**src/rtl/fetch_pkg.sv**
```systemverilog
// Shared types and helpers for the instruction prefetch queue.
package fetch_pkg;

   localparam int IFQ_XLEN    = 32;
   localparam int INSTR_BYTES = 4;

   typedef struct packed {
      logic [IFQ_XLEN-1:0] pc;
      logic [31:0]         instr;
   } ifq_entry_t;

   function automatic int ptr_width(input int depth);
      return $clog2(depth);
   endfunction

endpackage

```
**src/rtl/ifq_fifo.sv**
```systemverilog
// Generic synchronous FIFO with flush; DEPTH must be a power of two so pointers wrap freely.
module ifq_fifo
   import fetch_pkg::*;
#(
   parameter type T     = logic [31:0],
   parameter int  DEPTH = 4
) (
   input  logic                     clk,
   input  logic                     reset,
   input  logic                     flush,
   input  logic                     push,
   input  T                         wdata,
   input  logic                     pop,
   output T                         rdata,
   output logic                     empty,
   output logic                     full,
   output logic [ptr_width(DEPTH):0] count
);

   localparam int PW = ptr_width(DEPTH);

   T               mem [DEPTH];
   logic [PW-1:0]  wr_ptr;
   logic [PW-1:0]  rd_ptr;

   assign rdata = mem[rd_ptr];
   assign empty = (count == '0);
   assign full  = (count == (PW+1)'(DEPTH));

   always_ff @(posedge clk) begin
      if (push) mem[wr_ptr] <= wdata;
   end

   always_ff @(posedge clk) begin
      if (reset || flush) begin
         wr_ptr <= '0;
         rd_ptr <= '0;
         count  <= '0;
      end else begin
         if (push) wr_ptr <= wr_ptr + 1'b1;
         if (pop)  rd_ptr <= rd_ptr + 1'b1;
         count <= count + {{PW{1'b0}}, push} - {{PW{1'b0}}, pop};
      end
   end

   always_ff @(posedge clk) begin
      if (!reset && !flush) begin
         assert (!(push && full && !pop)) else $error("ifq_fifo overflow");
         assert (!(pop && empty)) else $error("ifq_fifo underflow");
      end
   end

endmodule

```
**src/rtl/ifetch_queue.sv**
```systemverilog
// Instruction prefetch buffer: sequential fetch issue, in-flight PC tagging, redirect flush.
// Optional same-cycle response bypass to the front end when IFQ_BYPASS_EN is defined.
module ifetch_queue
   import fetch_pkg::*;
#(
   parameter int              XLEN     = 32,
   parameter int              DEPTH    = 4,
   parameter logic [XLEN-1:0] RESET_PC = '0
) (
   input  logic            clk,
   input  logic            reset,
   output logic            imem_req_valid,
   input  logic            imem_req_ready,
   output logic [XLEN-1:0] imem_req_addr,
   input  logic            imem_rsp_valid,
   input  logic [31:0]     imem_rsp_data,
   output logic            fetch_valid,
   input  logic            fetch_ready,
   output logic [XLEN-1:0] fetch_pc,
   output logic [31:0]     fetch_instr,
   input  logic            redirect_valid,
   input  logic [XLEN-1:0] redirect_pc
);

   localparam int CW = ptr_width(DEPTH) + 1;

   typedef struct packed {
      logic [XLEN-1:0] pc;
      logic [31:0]     instr;
   } entry_t;

   logic [XLEN-1:0] pc_next;
   logic [XLEN-1:0] tag_head;
   logic [CW-1:0]   dcount;
   logic [CW-1:0]   outstanding;
   logic [CW-1:0]   discard;
   logic [CW:0]     occupancy;
   entry_t          dq_head;
   entry_t          rsp_entry;
   entry_t          head;
   entry_t          last_q;
   logic            dq_empty, dq_full, tq_empty, tq_full;
   logic            req_fire, drop, bypass, dq_push, dq_pop;

   // Buffered entries plus responses still owed must never exceed the queue.
   assign occupancy      = {1'b0, dcount} + {1'b0, outstanding};
   assign imem_req_valid = !reset && !redirect_valid && (occupancy < (CW+1)'(DEPTH));
   assign imem_req_addr  = pc_next;
   assign req_fire       = imem_req_valid && imem_req_ready;

   assign drop      = (discard != '0);
   assign rsp_entry = '{pc: tag_head, instr: imem_rsp_data};

`ifdef IFQ_BYPASS_EN
   assign bypass = dq_empty && !drop && !redirect_valid && imem_rsp_valid;
`else
   assign bypass = 1'b0;
`endif

   assign fetch_valid = !reset && !redirect_valid && (!dq_empty || bypass);
   assign head        = !dq_empty ? dq_head : (bypass ? rsp_entry : last_q);
   assign fetch_pc    = head.pc;
   assign fetch_instr = head.instr;

   assign dq_pop  = fetch_valid && fetch_ready && !dq_empty;
   assign dq_push = imem_rsp_valid && !drop && !redirect_valid && !(bypass && fetch_ready);

   ifq_fifo #(.T(entry_t), .DEPTH(DEPTH)) u_data_q (
      .clk   (clk),
      .reset (reset),
      .flush (redirect_valid),
      .push  (dq_push),
      .wdata (rsp_entry),
      .pop   (dq_pop),
      .rdata (dq_head),
      .empty (dq_empty),
      .full  (dq_full),
      .count (dcount)
   );

   // Tags survive redirects: stale responses still need their tag popped.
   ifq_fifo #(.T(logic [XLEN-1:0]), .DEPTH(DEPTH)) u_tag_q (
      .clk   (clk),
      .reset (reset),
      .flush (1'b0),
      .push  (req_fire),
      .wdata (pc_next),
      .pop   (imem_rsp_valid),
      .rdata (tag_head),
      .empty (tq_empty),
      .full  (tq_full),
      .count (outstanding)
   );

   always_ff @(posedge clk) begin
      if (reset) begin
         pc_next <= RESET_PC;
         discard <= '0;
      end else if (redirect_valid) begin
         pc_next <= {redirect_pc[XLEN-1:2], 2'b00};
         discard <= outstanding - CW'(imem_rsp_valid);
      end else begin
         if (req_fire) pc_next <= pc_next + XLEN'(INSTR_BYTES);
         if (imem_rsp_valid && drop) discard <= discard - CW'(1);
      end
   end

   // Holds the last presented entry so outputs stay stable while empty.
   always_ff @(posedge clk) begin
      if (reset)            last_q <= '0;
      else if (fetch_valid) last_q <= head;
   end

   always_ff @(posedge clk) begin
      if (!reset) begin
         assert (!(imem_rsp_valid && tq_empty)) else $error("response with no request outstanding");
         assert (!(req_fire && tq_full)) else $error("tag queue overflow");
         assert (!(dq_push && dq_full && !dq_pop)) else $error("data queue overflow");
      end
   end

endmodule
```
**config.mk**
```make
export PLATFORM = sky130hd
export DESIGN_NAME = ifetch_queue
export DESIGN_NICKNAME = d
export VERILOG_FILES = /design/src/rtl/fetch_pkg.sv /design/src/rtl/ifq_fifo.sv /design/src/rtl/ifetch_queue.sv
export SDC_FILE = /design/constraint.sdc
export NUM_CORES = 1
export LEC_CHECK = 0
export CORE_UTILIZATION = 62
export CTS_CLUSTER_SIZE = 28
export DETAILED_ROUTE_END_ITERATION = 8
export GPL_TIMING_DRIVEN = 0
export PLACE_DENSITY = 0.92
export SLEW_MARGIN = 20
export SYNTH_ARGS = -nofsm -noshare
export SYNTH_HDL_FRONTEND = slang
export SYNTH_HIERARCHICAL = 1
export SYNTH_SLANG_ARGS = --single-unit
```
**constraint.sdc**
```tcl
create_clock -name clk -period 5.7 [get_ports clk]
set_clock_uncertainty 0.2 [all_clocks]
set_input_delay 1.14 -clock clk [delete_from_list [all_inputs] [get_ports clk]]
set_output_delay 1.14 -clock clk [all_outputs]
set_load 0.01 [all_outputs]
```
Word level (Yosys, flattened, before mapping) --
Memory sizes are Yosys's and may differ from the RTL's. A register that Yosys moved wholly into a read port is not among the register bits. Index checks and enable logic that the tools add are counted.
Operators by class: $lt $le $gt $ge 1, reduce and logical (&&, ||, !) cells 19, multiplexer cells 13, add/subtract/negate cells 12
Operators by type and width (number):
- 2-to-1 mux 32 bit | 2
- 2-to-1 mux 64 bit | 1
- adder 32 x 3 -> 32 bit, second input constant | 1
- logical AND 1 bit | 9
- subtractor 3 x 1 -> 3 bit | 3
- adder 2 x 1 -> 2 bit, second input constant | 4
- 2-to-1 mux 2 bit | 4
- adder 3 x 1 -> 3 bit | 2
- 2-to-1 mux 3 bit | 2
- adder 3 x 3 -> 4 bit | 1
- logical NOT 1 bit | 4
- < comparator 4 x 3 -> 1 bit, second input constant | 1
- 2-to-1 mux 1 bit | 4
- nonzero test 2 bit | 2
- logical NOT 3 bit | 1
- nonzero test 3 bit | 1
- subtractor 3 x 1 -> 3 bit, second input constant | 1
- OR reduction 2 bit | 1
- logical OR 1 bit | 1
Storage, ports and cells: memories kept 2, memory bits (writable) 384, register bits 113, word-level logic and storage cells 58, input bits 70
Memories:
- u_data_q.mem | words 4, width 64, read ports 1, clocked after memory_dff 1, wr ports 1, RTL line ifq_fifo.sv:22 | T mem [DEPTH];
- u_tag_q.mem | words 4, width 32, read ports 1, clocked after memory_dff 1, wr ports 1, RTL line ifq_fifo.sv:22

Logic depth before layout (Yosys ltp) --
depth in word-level cells 7, mapped depth 11, depth with buffers taken out 9

Cells and area by module --
Netlist, hierarchy kept.
By module, submodules not included:
- ifq_fifo (u_data_q) | seq. area each 7867.5 um2, area each 9761.9 um2, times used 1, cells each 380
- ifetch_queue | seq. area each 1941.9 um2, area each 5167.5 um2, times used 1, cells each 549
- ifq_fifo (u_tag_q) | seq. area each 4023.9 um2, area each 5109.9 um2, times used 1, cells each 213

Worst setup path after synthesis --
No wires, ideal clock.
path type input to register, from input redirect_valid, to memory u_data_q/mem[0][0] (netlist name) (enable), arrival time 3.415 ns, library setup time 0.429 ns, data required time 5.071 ns, buffers on the path 1, stages on the path 4, setup slack 1.657 ns, cell sequence clkinv_1 -> clkbuf_1 -> and4_1 -> and2_1
On the way: longest elaborated chain between the ends 4
RTL lines:
- start: declaration | RTL line ifetch_queue.sv:21 | input logic redirect_valid,
- logical NOT 1 bit
- logical AND 1 bit | RTL line ifetch_queue.sv:66 | assign dq_push = imem_rsp_valid && !drop && !redirect_valid && !(bypass && fetch_ready);
- net dq_push | RTL line ifetch_queue.sv:43 | logic req_fire, drop, bypass, dq_push, dq_pop;
- 2-to-1 mux 1 bit | RTL line ifq_fifo.sv:31 | if (push) mem[wr_ptr] <= wdata;
- 2-to-1 mux 1 bit (not written as such) | RTL line ifq_fifo.sv:31
- end: declaration | RTL line ifq_fifo.sv:22
The timed path passes the listed nets, and every way through them passes these cells.

Final worst setup path --
from input redirect_valid, to output fetch_valid
On the way: longest elaborated chain between the ends 3
RTL lines:
- logical NOT 1 bit
- logical AND 1 bit
- logical AND 1 bit | RTL line ifetch_queue.sv:60 | assign fetch_valid = !reset && !redirect_valid && (!dq_empty || bypass);
- end: declaration | RTL line ifetch_queue.sv:17 | output logic fetch_valid,
No other way between the ends.

==> run metrics <==
run status=completed; number of core rows=65; iteration-0 DRC count of the detailed router=1,015; largest fanout of any net on the critical path=10; Leak=7.93 nW; clock edge transition at the registers on the reported setup and hold paths=60 ps; data arrival time of the critical path=3900 ps; RR Startpoint=u_data_q/count[1]$_SDFF_PP0_; floorplan die width=182 um; Critical Path RT=4360 ps; area of all placed cells without fillers=23,900 um^2; later-pin clock latency in the skew report=550 ps; final non-filler cell total=1,811; fillcell total=1,675; maxcap violations=0; worst slew margin relative to its limit=31.8%; Post-route DRC=0; maximum buffer depth of the clock tree=3; WL/cell=25.3 um; post-synthesis instance area=20,000 um^2; clock sink count=499; CP bufs+invs=4; Warnings, synthesis=6; count of pins on the block boundary=168; shortest period the worst path allows=5240 ps; delay of the slowest critical-path stage=690 ps; TritonCTS clock tree=yes; fraction of layout instances using a drive strength above 1=21.6%; Setup Slack @ Placement=524 ps; core region area=31,600 um^2; number of failing setup endpoints in the final timing report=0; Worst Slack Setup Final=464 ps; number of inserted diodes=0; hold_buf cts=0; # Post-CTS Setup Buffers=0; floorplan die area=33,000 um^2; largest vdd supply drop=0.231 mV; H-tree depth reported by CTS=2; weighted congestion reported at the end of routability-driven placement=0.881; quantity of gates resized following cts=0; Fmax achieved=0.191 GHz; first-pass GRT wire length=69,000 um; power density of the placed cells=316 nW/um^2; global router's overall resource usage=28.1%; Worst setup EP type=primary output; CP Launch Type=input port; RSZ-0062 raised after global routing=no; type of the most critical hold path=reg -> reg; CP cell instances=clkdlybuf4s50_1, nor3_1, buf_2, buf_2, clkdlybuf4s50_1; final hold viol count=0; number of placed cells counting well taps=1,722; detailed-router iteration count before antenna repair=5; die height=182 um; nets@finish=1,461; maximum number of pins on one net before global-route repair=36; Overflow after GRT=0; initial antenna violation count=1; number of CTS-inserted buffers=48; root buf cell=sky130_fd_sc_hd__clkbuf_16; post-place instance area=22,400 um^2; fin. max-slew vios=0; number of port buffers=163; Critical Path Source=redirect_valid; Vias per Instance=6.31; share of the clock period used by the worst path after layout=91.9%; cell family with most CP delay=buffers and inverters; final antenna-violating net count=0; via count of the first global-routing pass=11,900; routed wire length=45,900 um; initial cell density of the core=63.3%; HPWL reported at the end of detailed placement=28,800 um; area added between synthesis and finish=19.5%; worst setup path category=in -> out; average cell area after synthesis=17.6 um^2; instance count of the mapped netlist=1,139; transition time of the tightest slew-check pin=1020 ps; startpoint of the tightest hold check path=last_q[63]$_SDFFE_PP0N_; total via count after detailed routing=11,400; cell with the biggest individual delay on the critical path=sky130_fd_sc_hd__nor3_1; Util after Layout=75.6%
## cell type report
class	instances	area, um^2	share of cell area, %
Tap cell	402	503	2.10
Multi-Input combinational cell	558	5660	23.7
Clock buffer	64	1310	5.49
Sequential cell	499	13800	57.8
Buffer	60	457	1.91
Clock inverter	25	238	0.994
Timing Repair Buffer	171	1790	7.49
Inverter	32	120	0.502
## power breakdown
group	switching, mW	internal (mW)
Sequential	0.0572	3.98
Clock	1.32	1.80
Combinational	0.204	0.201
## through the flow
step / hold WS, ps / setup TNS, ps / power, mW
after global placement: 265 / -113390 / 4.48
after global routing: 323 / 0 / 7.77
after detailed placement: 279 / 0 / 4.51
after CTS: 295 / 0 / 7.59
after floorplan: 254 / 0 / 4.30
final: 293 / 0 / 7.57
## cells in the final DEF (no fill, tap or decap), types with 3 or more instances in the layout
cell and count:
sky130_fd_sc_hd__a21oi_1 23, sky130_fd_sc_hd__nor2_1 92, sky130_fd_sc_hd__clkinv_4 3, sky130_fd_sc_hd__mux4_2 90
sky130_fd_sc_hd__and2_2 4, sky130_fd_sc_hd__xnor2_1 6, sky130_fd_sc_hd__nand4_1 9, sky130_fd_sc_hd__a221oi_1 3
sky130_fd_sc_hd__xor2_1 3, sky130_fd_sc_hd__clkbuf_8 6, sky130_fd_sc_hd__buf_2 22, sky130_fd_sc_hd__nor3_1 9
sky130_fd_sc_hd__mux2i_1 66, sky130_fd_sc_hd__clkbuf_1 31, sky130_fd_sc_hd__a211oi_1 3, sky130_fd_sc_hd__dfxtp_1 115
sky130_fd_sc_hd__clkdlybuf4s50_1 163, sky130_fd_sc_hd__a311oi_1 6, sky130_fd_sc_hd__nor4_1 3, sky130_fd_sc_hd__inv_1 30
sky130_fd_sc_hd__buf_12 17, sky130_fd_sc_hd__and2_1 6, sky130_fd_sc_hd__o21ai_0 11, sky130_fd_sc_hd__clkinv_2 8
sky130_fd_sc_hd__nand2_1 25, sky130_fd_sc_hd__edfxtp_1 384, sky130_fd_sc_hd__mux2_2 68, sky130_fd_sc_hd__ha_1 19
sky130_fd_sc_hd__conb_1 11, sky130_fd_sc_hd__clkbuf_16 49, sky130_fd_sc_hd__clkinv_1 8, sky130_fd_sc_hd__bufinv_16 4
sky130_fd_sc_hd__or2_2 3, sky130_fd_sc_hd__nor3_2 3, sky130_fd_sc_hd__and3_1 10, sky130_fd_sc_hd__a31oi_1 10
sky130_fd_sc_hd__and2_4 4, sky130_fd_sc_hd__mux4_1 6, sky130_fd_sc_hd__nand3_1 20
## final timing paths
check / endpoint / slack (ps) / depth (start not counted)
max: fetch_valid / 460 / 5
min: last_q[63]$_SDFFE_PP0N_ / 290 / 2
max reg2reg: u_data_q/count[2]$_SDFF_PP0_ / 1780 / 11
min reg2reg: last_q[63]$_SDFFE_PP0N_ / 290 / 2
## registers in the layout, summed over array words and instances, names as in the netlist, named ones only
| register | count |
|---|---|
| imem_req_addr | 30 |
| u_tag_q/wr_ptr | 2 |
| u_data_q/count | 3 |
| u_tag_q/count | 3 |
| u_tag_q/rd_ptr | 2 |
| last_q | 64 |
| u_data_q/mem | 256 |
| discard | 3 |
| u_data_q/rd_ptr | 2 |
| u_tag_q/mem | 128 |
| u_data_q/wr_ptr | 2 |
## routing by layer
metal	global-route usage, %	share of wire, %
met1	36.7	38
met2	47.7	50
met3	4.93	8.3
met5	0	0.028
met4	10.6	3.1
## worst register-to-register path: stages (launching register included)
cell                      delay, ps
sky130_fd_sc_hd__dfxtp_1        400
sky130_fd_sc_hd__nor3_1         110
sky130_fd_sc_hd__nor3_1         610
sky130_fd_sc_hd__buf_2          470
sky130_fd_sc_hd__buf_2          390
sky130_fd_sc_hd__and2_1         420
sky130_fd_sc_hd__ha_1           210
sky130_fd_sc_hd__inv_1           40
sky130_fd_sc_hd__ha_1           180
sky130_fd_sc_hd__fa_1           360
sky130_fd_sc_hd__xor3_1         370
sky130_fd_sc_hd__nor2_1          40
Note: power is estimated with default switching activity, not from simulation.
